[src/rtl/seg_scan_ctrl.sv]
// Time-multiplexed seven-segment scanner: prescaler, digit counter, per-frame snapshot.
// Define SEG_SCAN_LZ_BLANK_EN to build leading-zero suppression on the anode drive.
module seg_scan_ctrl #(
  parameter int DIGITS      = 8,
  parameter int NIB_W       = 4,
  parameter int REFRESH_DIV = 50000,
  localparam int SEL_W      = (DIGITS > 1) ? $clog2(DIGITS) : 1
) (
  input  logic                      clk,
  input  logic                      reset_n,
  input  logic                      enable,
  input  logic [DIGITS*NIB_W-1:0]   inVal,
  input  logic [DIGITS-1:0]         blank_mask,
  output logic [NIB_W-1:0]          hexVal,
  output logic [DIGITS-1:0]         anode,
  output logic [SEL_W-1:0]          digit_sel,
  output logic                      frame_start
);

  localparam int WORD_W = DIGITS * NIB_W;
  localparam int PRE_W  = (REFRESH_DIV > 1) ? $clog2(REFRESH_DIV) : 1;
  localparam logic [PRE_W-1:0] PRE_LAST = PRE_W'(REFRESH_DIV - 1);
  localparam logic [SEL_W-1:0] SEL_LAST = SEL_W'(DIGITS - 1);

  logic [PRE_W-1:0]  pre_reg, pre_next;
  logic [SEL_W-1:0]  sel_reg, sel_next;
  logic [WORD_W-1:0] snap_reg, snap_next;
  logic              loaded_reg, loaded_next;
  logic [NIB_W-1:0]  hex_reg, hex_next;
  logic [DIGITS-1:0] anode_reg, anode_next;
  logic              fs_reg, fs_next;

  logic tick, wrap, load;
  logic [NIB_W-1:0]  nib_next [DIGITS];
  logic [DIGITS-1:0] lz_dark;

  always_comb begin
    pre_next    = pre_reg;
    sel_next    = sel_reg;
    snap_next   = snap_reg;
    loaded_next = loaded_reg;
    tick        = 1'b0;
    wrap        = 1'b0;
    load        = 1'b0;
    if (enable) begin
      tick = (pre_reg == PRE_LAST);
      wrap = tick && (sel_reg == SEL_LAST);
      pre_next = tick ? '0 : pre_reg + PRE_W'(1);
      if (tick) begin
        sel_next = wrap ? '0 : sel_reg + SEL_W'(1);
      end
      // A wrap tick samples inVal on the same edge the counter returns to digit 0.
      load = !loaded_reg || wrap;
      if (load) begin
        snap_next = inVal;
      end
      loaded_next = 1'b1;
    end
  end

  genvar gi;
  generate
    for (gi = 0; gi < DIGITS; gi++) begin : g_nib
      assign nib_next[gi] = snap_next[gi*NIB_W +: NIB_W];
    end
  endgenerate

`ifdef SEG_SCAN_LZ_BLANK_EN
  generate
    for (gi = 0; gi < DIGITS; gi++) begin : g_lz
      if (gi == 0) begin : g_first
        assign lz_dark[gi] = 1'b0;
      end else begin : g_rest
        // Dark when this nibble and every more-significant one are zero.
        assign lz_dark[gi] = ~(|snap_next[WORD_W-1 : gi*NIB_W]);
      end
    end
  endgenerate
`else
  assign lz_dark = '0;
`endif

  always_comb begin
    hex_next = nib_next[sel_next];
    fs_next  = load;
  end

  generate
    for (gi = 0; gi < DIGITS; gi++) begin : g_anode
      assign anode_next[gi] = ~(enable && (sel_next == SEL_W'(gi))
                                && !blank_mask[gi] && !lz_dark[gi]);
    end
  endgenerate

  always_ff @(posedge clk) begin
    if (!reset_n) begin
      pre_reg    <= '0;
      sel_reg    <= '0;
      snap_reg   <= '0;
      loaded_reg <= 1'b0;
      hex_reg    <= '0;
      anode_reg  <= '1;
      fs_reg     <= 1'b0;
    end else begin
      pre_reg    <= pre_next;
      sel_reg    <= sel_next;
      snap_reg   <= snap_next;
      loaded_reg <= loaded_next;
      hex_reg    <= hex_next;
      anode_reg  <= anode_next;
      fs_reg     <= fs_next;
    end
  end

  assign hexVal      = hex_reg;
  assign anode       = anode_reg;
  assign digit_sel   = sel_reg;
  assign frame_start = fs_reg;

endmodule

[config.mk]
export PLATFORM = sky130hd
export DESIGN_NAME = seg_scan_ctrl
export DESIGN_NICKNAME = d
export VERILOG_FILES = /design/src/rtl/seg_scan_ctrl.sv
export SDC_FILE = /design/constraint.sdc
export NUM_CORES = 1
export LEC_CHECK = 0
export CORE_UTILIZATION = 45
export DETAILED_ROUTE_END_ITERATION = 8
export PLACE_DENSITY = 0.69
export SLEW_MARGIN = 20
export SYNTH_ARGS = -nofsm -noshare
export SYNTH_HDL_FRONTEND = slang
export SYNTH_SLANG_ARGS = --single-unit
export TNS_END_PERCENT = 100
[constraint.sdc]
create_clock -name clk -period 3.6 [get_ports clk]
set_input_delay 0.72 -clock clk [delete_from_list [all_inputs] [get_ports clk]]
set_output_delay 0.72 -clock clk [all_outputs]
set_load 0.03 [all_outputs]
==> results by group <==
Status
  – Status: completed

Drt
  – Total Wirelength: 8400 um
  – Via count: 2974
  – Residual DRC: 0
  – Drt via density: 5.66
  – Drt pass-1 iters: 4
  – Avg WL per Cell: 16.0 um
  – Remaining antenna violation count: 0
  – Initial drt markers: 167

Pwr
  – Comb pwr share: 14.2%
  – Net load switching power: 0.000424 W
  – Max IR drop VDD: 0.182 mV
  – Sequential share of power: 47.5%
  – P_leak: 1.77 nW
  – Clock share of power: 38.2%
  – Int Pwr: 0.00120 W
  – Pwr/cell area: 372 mW/mm^2
  – Net Sw Frac: 26.2%

STA
  – RSZ-0062 raised after global routing: no
  – Final Cycle Share: 77.6%
  – Max Clock Freq: 358 MHz
  – Pin slew with the least headroom to its limit: 0.681 ns
  – # setup viols final: 0
  – Worst rel slew slack: 54.6%
  – Min Tclk post-route: 2.79 ns
  – Max Slew Vio Count: 0
  – Post-route setup TNS: 0 ns
  – Hold Fails Final Rpt: 0
  – Clock Skews: 0.0111 ns

Cells and area
  – Post-layout nets: 467
  – Commonest non-fill, non-tap cell in the layout: dfxtp_1
  – FILL cells: 636
  – Finished Layout Cells: 525
  – Most frequent cells in the layout: dfxtp_1, clkdlybuf4s50_1, nand2_1, nor2b_1
  – # diodes: 0
  – Max reg flops: 32
  – Area grow syn2layout: 23.2%
  – Fraction of layout cells with a size suffix above 1: 10.6%

Setup path
  – Reg2reg setup slack: 0.92 ns
  – Largest stage delay, worst path: 0.65 ns
  – Family with the most delay on the worst path: simple AND/OR/NAND/NOR gates
  – Reg2Reg Depth: 9
  – Crit. Startpoint: enable
  – CP Launch Type: input port
  – CP Cell Sequence: clkdlybuf4s50_1, and4_2, nand4_4, mux2i_4, nor3b_1, a32oi_2, o221ai_2
  – Slowest-stage cell, CP: clkdlybuf4s50_1
  – R2r startpoint: digit_sel[0]$_SDFF_PN0_
  – Data required, critical path: 3.87 ns
  – CP Class: input port to flip-flop
  – WP buf/inv: 1
  – CP Data Arrival Time: 3.07 ns
  – Critical path endpoint category: flip-flop
  – Crit path max fanout: 15
  – WP depth: 7
  – Crit path to: hexVal[1]$_SDFF_PN0_
  – Worst r2r dst: hexVal[0]$_SDFF_PN0_

Clocking
  – Hold buffers post-CTS: 0
  – TritonCTS clock tree: yes
  – CTS clock-pin slew for the worst setup and hold paths: 0.07 ns
  – H-tree levels: 3
  – Worst skew pair latency: 0.35 ns
  – Quantity of gates resized following cts: 0
  – Post-CTS Setup Bufs: 0
  – TritonCTS buffer count: 9
  – CTS root buffer: clkbuf_8
  – CTS max path bufs: 2
  – Clk sink count: 65

Global route
  – Largest net degree at the start of global routing: 37
  – Gr usage total: 21.4%
  – Initial antenna violation count: 0
  – First-pass GRT wire length: 14300 um
  – GRT overflow: 0
  – Vias in the first global route: 2953

Synthesis
  – Number of flops mapped to enable cells by yosys: 0
  – Synthesized cell area: 0.00354 mm^2
  – Synthesized instance count: 372
  – Avg Inst Size Synth: 9.52 um^2
  – Post-synthesis sequential area ratio: 36.8%
  – Cell variety after synth: 46
  – Synth Flop Type: dfxtp_1
  – Ys Warns: 0
  – FFs w/ async S/R, synth: 0%
  – #FFs+latches synth: 65
  – Post-Syn Nets: 418

Worst hold path
  – Worst Hold Class: flip-flop to flip-flop

Placed design
  – DP HPWL: 5690 um
  – Number of port buffers: 58
  – Dpl cells: 509
  – RePlAce Congestion: 0.806

Floorplan
  – Die height: 90.7 um
  – Core Region: 0.00741 mm^2
  – Die Wd: 90.7 um
  – Initial core utilization: 47.8%
  – I/O pins: 59
  – Site Rows: 31
  – Full die area: 0.00822 mm^2

Flow run
  – Max-Cap Viols: 0
## metrics by stage
step                      hold WS, ns  cell area, um^2  power [W]  setup WS [ns]  utilization, %
after global routing            0.535             4360    0.00170          0.644            58.8
after global placement          0.465             4170    0.00102          0.525            56.2
final                           0.499             4360    0.00162          0.806            58.8
after CTS                       0.511             4360    0.00164          0.795            58.8
after floorplan                 0.454             3540   0.000922          0.910               -
after detailed placement        0.487             4170    0.00102          0.430            56.2
## cell usage after synthesis (2+ instances only)
cell / count / share of area [%]
dfxtp_1: 65 / 37
nand2_1: 38 / 4.0
nor2b_1: 37 / 6.5
and2_1: 19 / 3.4
and3_1: 19 / 3.4
a211oi_1: 16 / 3.4
a221o_1: 16 / 4.5
a41oi_1: 16 / 4.0
clkbuf_1: 16 / 1.7
mux2i_1: 15 / 4.2
nor2_1: 15 / 1.6
mux2_1: 10 / 3.2
buf_2: 7 / 0.99
or3_1: 7 / 1.2
xor2_1: 7 / 1.7
mux2_2: 6 / 1.9
nand3_1: 5 / 0.71
xnor2_1: 5 / 1.2
a21oi_1: 4 / 0.57
or4_1: 4 / 0.85
a32oi_1: 3 / 0.74
buf_4: 3 / 0.64
buf_6: 3 / 0.95
ha_1: 3 / 1.1
nand4_1: 3 / 0.53
nand4_4: 3 / 1.8
o21ai_0: 3 / 0.42
and4_1: 2 / 0.49
inv_1: 2 / 0.21
mux2i_4: 2 / 1.3
o221ai_1: 2 / 0.49
o221ai_2: 2 / 0.85
## worst reg2reg max path, cell delays in order (launching register included)
cell,delay (ns)
dfxtp_1,0.46
ha_1,0.20
ha_1,0.24
nor2b_1,0.18
buf_4,0.22
a221o_1,0.34
a211oi_1,0.45
mux2i_1,0.14
a32oi_1,0.19
o221ai_1,0.13
## metal layers
layer	up-vias	wire length, um	track usage (%)
li1	1463	-	-
met1	1403	3960	27.9
met2	99	3830	34.3
met3	9	510	5.30
met4	0	104	7.39
met5	-	0	0
## power by group through the flow
stage | registers (W) | logic [W] | clock network [W]
floorplan | 0.000788 | 0.000135 | 0
global placement | 0.000786 | 0.000230 | 0
detailed placement | 0.000787 | 0.000231 | 0
CTS | 0.000770 | 0.000232 | 0.000635
global route | 0.000775 | 0.000254 | 0.000670
finish | 0.000770 | 0.000231 | 0.000620
## kinds of logic after synthesis
family / share of synthesized area, %
adders and majority gates: 1.06
xor gates and xnor gates: 2.97
buffers and inverters: 4.91
muxes: 11.0
DFF: 36.8
and+or+nand+nor: 27.1
AOI/OAI and AO/OA: 16.2
## cell type report
| class | count | area [um^2] | share of cell area, % |
|---|---|---|---|
| clock buffers | 9 | 124 | 2.84 |
| clock inverters | 7 | 70.1 | 1.61 |
| inverters | 2 | 7.51 | 0.172 |
| multi-input cells | 275 | 2060 | 47.4 |
| flip-flops and latches | 65 | 1300 | 29.9 |
| well taps | 99 | 124 | 2.84 |
| repair buffers | 68 | 668 | 15.3 |
## worst min path at each step
stage	startpoint	end	cells past startpoint
after floorplan	pre_reg[15]$_SDFFE_PN0P_	pre_reg[15]$_SDFFE_PN0P_	2
after global placement	pre_reg[15]$_SDFFE_PN0P_	pre_reg[15]$_SDFFE_PN0P_	2
after detailed placement	pre_reg[15]$_SDFFE_PN0P_	pre_reg[15]$_SDFFE_PN0P_	2
after CTS	pre_reg[15]$_SDFFE_PN0P_	pre_reg[15]$_SDFFE_PN0P_	2
after global routing	pre_reg[15]$_SDFFE_PN0P_	pre_reg[15]$_SDFFE_PN0P_	2
final	pre_reg[15]$_SDFFE_PN0P_	pre_reg[15]$_SDFFE_PN0P_	2
Power figures use the tool's default switching activity.
